**src/rtl/alu_pkg.sv**
```systemverilog
// ---------------------------------------------------------------------------
// alu_pkg
//   Shared definitions for the multi-cycle ALU: op-code encodings in the
//   {Ainvert, Binvert, Operation[1:0]} format, FSM state encoding, and the
//   op legality check used by the decoder.
// ---------------------------------------------------------------------------
package alu_pkg;

  // {Ainvert, Binvert, Operation[1:0]}
  localparam logic [3:0] OP_AND = 4'b0000;
  localparam logic [3:0] OP_OR  = 4'b0001;
  localparam logic [3:0] OP_ADD = 4'b0010;
  localparam logic [3:0] OP_SUB = 4'b0110;
  localparam logic [3:0] OP_SLT = 4'b0111;
  localparam logic [3:0] OP_NOR = 4'b1100;
  localparam logic [3:0] OP_MUL = 4'b1000;

  typedef enum logic [0:0] {
    ST_IDLE = 1'b0,
    ST_MUL  = 1'b1
  } state_e;

  // MUL is only legal when the iterative multiplier is built in.
  function automatic logic is_legal(input logic [3:0] op_code, input logic mul_en);
    logic legal;
    case (op_code)
      OP_AND, OP_OR, OP_ADD, OP_SUB, OP_SLT, OP_NOR: legal = 1'b1;
      OP_MUL:                                        legal = mul_en;
      default:                                       legal = 1'b0;
    endcase
    return legal;
  endfunction

endpackage

```
**src/rtl/alu_mul_iter.sv**
```systemverilog
// ---------------------------------------------------------------------------
// alu_mul_iter
//   Unsigned shift-add multiplier, one multiplier bit per clock.
//   start loads the operands and a WIDTH-count; WIDTH iteration edges later
//   the product is complete. done is high in the cycle before the final
//   iteration edge, while prod_lo/prod_hi_nz already show the value that
//   edge completes, so the caller can register the product on that edge.
// Ports
//   clk, rst_n   clock, async active-low reset
//   start        load a/b and begin (ignored bits of a/b afterwards)
//   a, b         multiplicand, multiplier
//   done         final iteration in progress this cycle
//   prod_lo      low WIDTH bits of the product (valid while done)
//   prod_hi_nz   high WIDTH bits of the product are non-zero (valid while done)
// ---------------------------------------------------------------------------
module alu_mul_iter #(
  parameter int unsigned WIDTH = 32
) (
  input  logic             clk,
  input  logic             rst_n,
  input  logic             start,
  input  logic [WIDTH-1:0] a,
  input  logic [WIDTH-1:0] b,
  output logic             done,
  output logic [WIDTH-1:0] prod_lo,
  output logic             prod_hi_nz
);

  localparam int unsigned CW = $clog2(WIDTH + 1);

  logic [2*WIDTH-1:0] mcand_q, mcand_d;
  logic [2*WIDTH-1:0] acc_q, acc_d;
  logic [WIDTH-1:0]   mplier_q, mplier_d;
  logic [CW-1:0]      cnt_q, cnt_d;
  logic [2*WIDTH-1:0] acc_sum_s;

  // Next-state for one shift-add step; the counter doubles as the busy flag.
  always_comb begin
    acc_sum_s = acc_q + (mplier_q[0] ? mcand_q : {(2*WIDTH){1'b0}});
    mcand_d   = mcand_q;
    acc_d     = acc_q;
    mplier_d  = mplier_q;
    cnt_d     = cnt_q;
    if (start) begin
      mcand_d  = {{WIDTH{1'b0}}, a};
      acc_d    = {(2*WIDTH){1'b0}};
      mplier_d = b;
      cnt_d    = CW'(WIDTH);
    end else if (cnt_q != {CW{1'b0}}) begin
      acc_d    = acc_sum_s;
      mcand_d  = mcand_q << 1;
      mplier_d = mplier_q >> 1;
      cnt_d    = cnt_q - CW'(1);
    end else begin
      cnt_d    = cnt_q;
    end
  end

  // Datapath registers.
  always_ff @(posedge clk or negedge rst_n) begin
    if (!rst_n) begin
      mcand_q  <= {(2*WIDTH){1'b0}};
      acc_q    <= {(2*WIDTH){1'b0}};
      mplier_q <= {WIDTH{1'b0}};
      cnt_q    <= {CW{1'b0}};
    end else begin
      mcand_q  <= mcand_d;
      acc_q    <= acc_d;
      mplier_q <= mplier_d;
      cnt_q    <= cnt_d;
    end
  end

  assign done       = (cnt_q == CW'(1));
  assign prod_lo    = acc_sum_s[WIDTH-1:0];
  assign prod_hi_nz = |acc_sum_s[2*WIDTH-1:WIDTH];

endmodule

```
**src/rtl/alu_mc_unit.sv**
```systemverilog
// ---------------------------------------------------------------------------
// alu_mc_unit
//   WIDTH-bit multi-cycle ALU with valid/ready on both sides. AND/OR/ADD/
//   SUB/SLT/NOR complete in one edge; MUL iterates for WIDTH+1 edges. The
//   result and flags are registered and held until consumed.
// Ports
//   clk, rst_n            clock, async active-low reset
//   in_valid, in_ready    input handshake (op, a, b sampled on transfer)
//   op                    {Ainvert, Binvert, Operation[1:0]}
//   a, b                  operands
//   out_valid, out_ready  output handshake
//   result                registered result
//   zero, carry, ovf, err registered flags
// ---------------------------------------------------------------------------
module alu_mc_unit
  import alu_pkg::*;
#(
  parameter int unsigned WIDTH  = 32,
  parameter bit          MUL_EN = 1'b1
) (
  input  logic             clk,
  input  logic             rst_n,
  input  logic             in_valid,
  output logic             in_ready,
  input  logic [3:0]       op,
  input  logic [WIDTH-1:0] a,
  input  logic [WIDTH-1:0] b,
  output logic             out_valid,
  input  logic             out_ready,
  output logic [WIDTH-1:0] result,
  output logic             zero,
  output logic             carry,
  output logic             ovf,
  output logic             err
);

  localparam int unsigned MSB = WIDTH - 1;

  state_e           state_q, state_d;
  logic             ready_en_q, ready_en_d;
  logic             out_valid_q, out_valid_d;
  logic [WIDTH-1:0] result_q, result_d;
  logic             zero_q, zero_d;
  logic             carry_q, carry_d;
  logic             ovf_q, ovf_d;
  logic             err_q, err_d;

  logic             in_ready_s, accept_s, legal_s, mul_start_s;
  logic [WIDTH-1:0] a_p_s, b_p_s;
  logic [WIDTH:0]   sum_s;
  logic             add_ovf_s;
  logic [WIDTH-1:0] sc_result_s;
  logic             sc_carry_s, sc_ovf_s;
  logic             mul_done_s, mul_hi_nz_s;
  logic [WIDTH-1:0] mul_lo_s;

  // ready_en_q keeps in_ready low while reset is asserted (the handshake
  // term alone would read 1 in IDLE with out_valid cleared).
  assign in_ready_s  = ready_en_q & (state_q == ST_IDLE) & (~out_valid_q | out_ready);
  assign accept_s    = in_valid & in_ready_s;
  assign legal_s     = is_legal(op, MUL_EN);
  assign mul_start_s = accept_s & legal_s & (op == OP_MUL);

  // Shared invert/add path; Binvert doubles as carry-in so SUB is a+~b+1.
  assign a_p_s     = op[3] ? ~a : a;
  assign b_p_s     = op[2] ? ~b : b;
  assign sum_s     = {1'b0, a_p_s} + {1'b0, b_p_s} + {{WIDTH{1'b0}}, op[2]};
  assign add_ovf_s = (a_p_s[MSB] == b_p_s[MSB]) & (sum_s[MSB] != a_p_s[MSB]);

  // Single-cycle result selection; SLT corrects the sign with overflow.
  always_comb begin
    sc_result_s = {WIDTH{1'b0}};
    sc_carry_s  = 1'b0;
    sc_ovf_s    = 1'b0;
    case (op)
      OP_AND, OP_NOR: sc_result_s = a_p_s & b_p_s;
      OP_OR:          sc_result_s = a_p_s | b_p_s;
      OP_ADD, OP_SUB: begin
        sc_result_s = sum_s[WIDTH-1:0];
        sc_carry_s  = sum_s[WIDTH];
        sc_ovf_s    = add_ovf_s;
      end
      OP_SLT:         sc_result_s = {{(WIDTH-1){1'b0}}, sum_s[MSB] ^ add_ovf_s};
      default:        sc_result_s = {WIDTH{1'b0}};
    endcase
  end

  alu_mul_iter #(
    .WIDTH (WIDTH)
  ) u_mul (
    .clk        (clk),
    .rst_n      (rst_n),
    .start      (mul_start_s),
    .a          (a),
    .b          (b),
    .done       (mul_done_s),
    .prod_lo    (mul_lo_s),
    .prod_hi_nz (mul_hi_nz_s)
  );

  // FSM, handshake and output-register next-state.
  always_comb begin
    state_d     = state_q;
    ready_en_d  = 1'b1;
    out_valid_d = out_valid_q;
    result_d    = result_q;
    zero_d      = zero_q;
    carry_d     = carry_q;
    ovf_d       = ovf_q;
    err_d       = err_q;
    if (state_q == ST_MUL) begin
      if (mul_done_s) begin
        state_d     = ST_IDLE;
        out_valid_d = 1'b1;
        result_d    = mul_lo_s;
        zero_d      = (mul_lo_s == {WIDTH{1'b0}});
        carry_d     = 1'b0;
        ovf_d       = mul_hi_nz_s;
        err_d       = 1'b0;
      end else begin
        state_d     = ST_MUL;
      end
    end else if (accept_s) begin
      if (!legal_s) begin
        out_valid_d = 1'b1;
        result_d    = {WIDTH{1'b0}};
        zero_d      = 1'b1;
        carry_d     = 1'b0;
        ovf_d       = 1'b0;
        err_d       = 1'b1;
      end else if (op == OP_MUL) begin
        // Accept implies any pending result drains on this edge.
        state_d     = ST_MUL;
        out_valid_d = 1'b0;
      end else begin
        out_valid_d = 1'b1;
        result_d    = sc_result_s;
        zero_d      = (sc_result_s == {WIDTH{1'b0}});
        carry_d     = sc_carry_s;
        ovf_d       = sc_ovf_s;
        err_d       = 1'b0;
      end
    end else if (out_ready) begin
      out_valid_d = 1'b0;
    end else begin
      out_valid_d = out_valid_q;
    end
  end

  // State and output registers.
  always_ff @(posedge clk or negedge rst_n) begin
    if (!rst_n) begin
      state_q     <= ST_IDLE;
      ready_en_q  <= 1'b0;
      out_valid_q <= 1'b0;
      result_q    <= {WIDTH{1'b0}};
      zero_q      <= 1'b0;
      carry_q     <= 1'b0;
      ovf_q       <= 1'b0;
      err_q       <= 1'b0;
    end else begin
      state_q     <= state_d;
      ready_en_q  <= ready_en_d;
      out_valid_q <= out_valid_d;
      result_q    <= result_d;
      zero_q      <= zero_d;
      carry_q     <= carry_d;
      ovf_q       <= ovf_d;
      err_q       <= err_d;
    end
  end

  assign in_ready  = in_ready_s;
  assign out_valid = out_valid_q;
  assign result    = result_q;
  assign zero      = zero_q;
  assign carry     = carry_q;
  assign ovf       = ovf_q;
  assign err       = err_q;

endmodule

```
**config.mk**
```make
export PLATFORM = sky130hd
export DESIGN_NAME = alu_mc_unit
export DESIGN_NICKNAME = d
export VERILOG_FILES = /design/src/rtl/alu_pkg.sv /design/src/rtl/alu_mul_iter.sv /design/src/rtl/alu_mc_unit.sv
export SDC_FILE = /design/constraint.sdc
export NUM_CORES = 1
export LEC_CHECK = 0
export CAP_MARGIN = 5
export CORE_ASPECT_RATIO = 0.7
export CORE_UTILIZATION = 40
export CTS_CLUSTER_SIZE = 40
export DETAILED_ROUTE_END_ITERATION = 10
export PLACE_DENSITY = 0.55
export SLEW_MARGIN = 10
export SYNTH_ARGS = -nofsm -noshare
export SYNTH_HDL_FRONTEND = slang
export SYNTH_SLANG_ARGS = --single-unit
```
**constraint.sdc**
```tcl
create_clock -name clk -period 12.6 [get_ports clk]
set_clock_uncertainty 0.2 [all_clocks]
set_input_delay 2.52 -clock clk [delete_from_list [all_inputs] [get_ports clk]]
set_output_delay 2.52 -clock clk [all_outputs]
set_load 0.05 [all_outputs]
```
==> metrics <==
outcome finished, final reports clean; EDFF count, synth 0; post-synthesis simple-gate area fraction a little under a quarter; HPWL Detailed 44.1 mm; post-synthesis compound-gate area fraction around a quarter; multiplexer share of the synthesized area 0.830%; MaxCap Viol Count 0; Worst-path clk slew about 0.06 ns; Pre-antenna DRT Iters 5; top post-synthesis cells by count nand2_1 (418), a21oi_1 (226), nor2_1 (221), dfrtp_1 (205), ha_1 (129); Cells on Worst Hold Path 1; Tmin final between 6 and 7 ns; setup_tns 0 ns; CP endpoint in_ready; Detail Route Antenna Nets 0; Post-Synth Adder-Cell Area 9.63%; Reg2Reg Depth 15; Netlist cell types 90; share of layout cells above drive strength 1 under 10%; Core ar. 42300 µm²; Reg2Reg Setup Slack about 7.4 ns; routability cong. 0.965; Seq cells post-synth about 210; Hold Path Class reg2reg; total power 0.00173 W; crit path kind in2out; Starting Density between 40% and 50%; critical path endpoint category primary output; Critical Path AT 4.06 ns; die width 250 µm; clock buffer depth 3; largest net degree at the start of global routing 97; input/output buffers 109; Row Count between 60 and 70; DRC 0; crit path from out_ready; Slew headroom between 20% and 30%; syn avg cell area 7.60 µm²; Initial DRC Count 1493; CTS tree built; worst hold start err; Seq/Total Area, Yosys 29.9%; Cells after Synth around 2300; Setup Viol. Count Final 0; Leak around 9 nW; GRT overflow 0; critical path peak fanout 2; CTS Sinks between 200 and 250; Vias roughly 16000; Final Max Tran Viols 0; FMAX about 0.15 GHz; Die Y ~180 µm; GRT Util Overall between 20 and 30%; Power Density about 89 nW/µm²; Synth area leader dfrtp_1; Final Hold Fails 0; post-synthesis async set-or-reset flop share 100%; cell at the root of the clock tree clkbuf_16; r2r startpoint u_mul.mplier_q[0]; critical path required time approximately 10 ns; count leader, synth nand2_1; drt total wl 59.3 mm; first-pass GRT wire length 92.4 mm; initial antenna violation count 0; Synth warnings 0; number of global-route vias before repair ~15000; die area 43800 µm²; post-CTS resize count 0; worst vdd ir ~0.0001 V; final core occ 45.9%; top cells by area, synth dfrtp_1 (30%), ha_1 (9.4%), nand2_1 (9.1%); Synth Flop Type dfrtp_1; largest family of logic cells by synthesized area compound AO/OA/AOI/OAI gates; Tcrit/Tclk final 53.8%; Area Overhead vs Synth 13.1%; CTS Buf Count 24; post-synth net total 2464; Reg2Reg Capture Point ovf; synthesized cell area between 15000 and 20000 µm²; CP startpoint kind primary input; xor and xnor fraction of the mapped netlist area under 10%; Slew @ Worst Pin around 1.1 ns; top cell type's share of synthesized area 29.9%; setup repair bufs after CTS 0; Final #Nets approximately 2500; worst skew pair latency around 0.56 ns; RSZ-0062 raised after global routing false; H-tree levels 1; WL/cell 20.8 µm; routed vias/inst between 5 and 6; Hold Buf Count CTS 0; I/O pins 110
-- layer usage --
layer  vias up  track usage (%)  wire, µm
met3        56             4.82      3960
met4         0             4.76       985
met1      8019             43.5     31300
met5         -                0         0
met2       470             36.1     23100
li1       7942                -         -
-- metrics by stage --
stage / cell area (µm²) / instances / hold slack, ns / setup WS, ns
floorplan: 17200 / 2261 / 0.266 / 6.17
global placement: 18600 / 2807 / 0.262 / 5.54
detailed placement: 18600 / 2807 / 0.270 / 5.53
CTS: 19400 / 2851 / 0.284 / 5.81
global route: 19400 / 2851 / 0.309 / 5.70
finish: 19400 / 2852 / 0.277 / 5.82
-- state kept, by name, indices dropped and copies added, names as in the netlist, 6 cells and up --
| name | flops |
|---|---|
| result | 32 |
| u_mul.acc_q | 64 |
| u_mul.cnt_q | 6 |
| u_mul.mcand_q | 64 |
| u_mul.mplier_q | 32 |
-- cell usage in the layout (no fill, tap or decap), types with 6 or more instances in the layout --
cell type,Yosys,routed
a211o_1,6,6
a211oi_1,28,28
a21boi_0,6,6
a21o_1,39,39
a21oi_1,226,226
a221oi_1,7,7
a31o_2,7,7
a31oi_1,83,83
and2_1,72,71
and3_1,12,12
buf_4,1,16
clkbuf_16,0,25
clkbuf_8,0,6
clkdlybuf4s50_1,0,106
clkinv_2,0,6
dfrtp_1,205,205
ha_1,129,129
inv_1,92,92
mux2i_1,12,12
nand2_1,418,417
nand2b_1,7,7
nand3_1,32,32
nand4_1,31,31
nor2_1,221,220
nor2b_1,12,12
nor3_1,23,22
nor4_1,16,15
o211ai_1,8,8
o21a_1,24,24
o21ai_0,101,100
o21ai_1,6,6
o21bai_1,16,16
o221ai_1,10,10
o31ai_1,12,12
or3_1,15,15
xnor2_1,45,45
xor2_1,96,96
-- kinds of logic after synthesis --
family / count (synthesis)
other: 1
adder cells (fa/ha/maj): 131
flip-flops: 205
multiplexers: 14
XOR/XNOR: 142
AO/OA/AOI/OAI: 646
AND/OR/NAND/NOR: 899
buffers and inverters: 223
-- worst min-delay path by stage --
stage                               to  slack, ns
floorplan           u_mul.mplier_q[31]       0.27
global placement                   err       0.26
detailed placement          result[15]       0.27
CTS                         result[15]       0.28
global route                result[15]       0.31
finish                             err       0.28
-- critical path, cell delays in order --
cell and delay (ns):
clkdlybuf4s50_1 0.48, nor2b_1 0.06, nor3b_1 0.17, clkdlybuf4s50_1 0.83
-- layout make-up --
type / instances / area, µm²
antenna: 1 / 2.50
multi-input combinational: 1833 / 11200
sequential: 205 / 5130
clock inverter: 9 / 97.6
fill: 4297 / 22900
inverter: 92 / 345
clock buffer: 35 / 723
timing repair buffer: 125 / 1210
tap: 552 / 691
-- power breakdown --
part / internal [W] / switching, W / leakage, nW / total [W]
logic: 0.000122 / 0.000209 / 5.95 / 0.000331
registers: 0.000658 / 0.0000000779 / 2.60 / 0.000659
clock network: 0.000437 / 0.000303 / 0.408 / 0.000740
No activity file was read; power rests on OpenSTA's default activity.
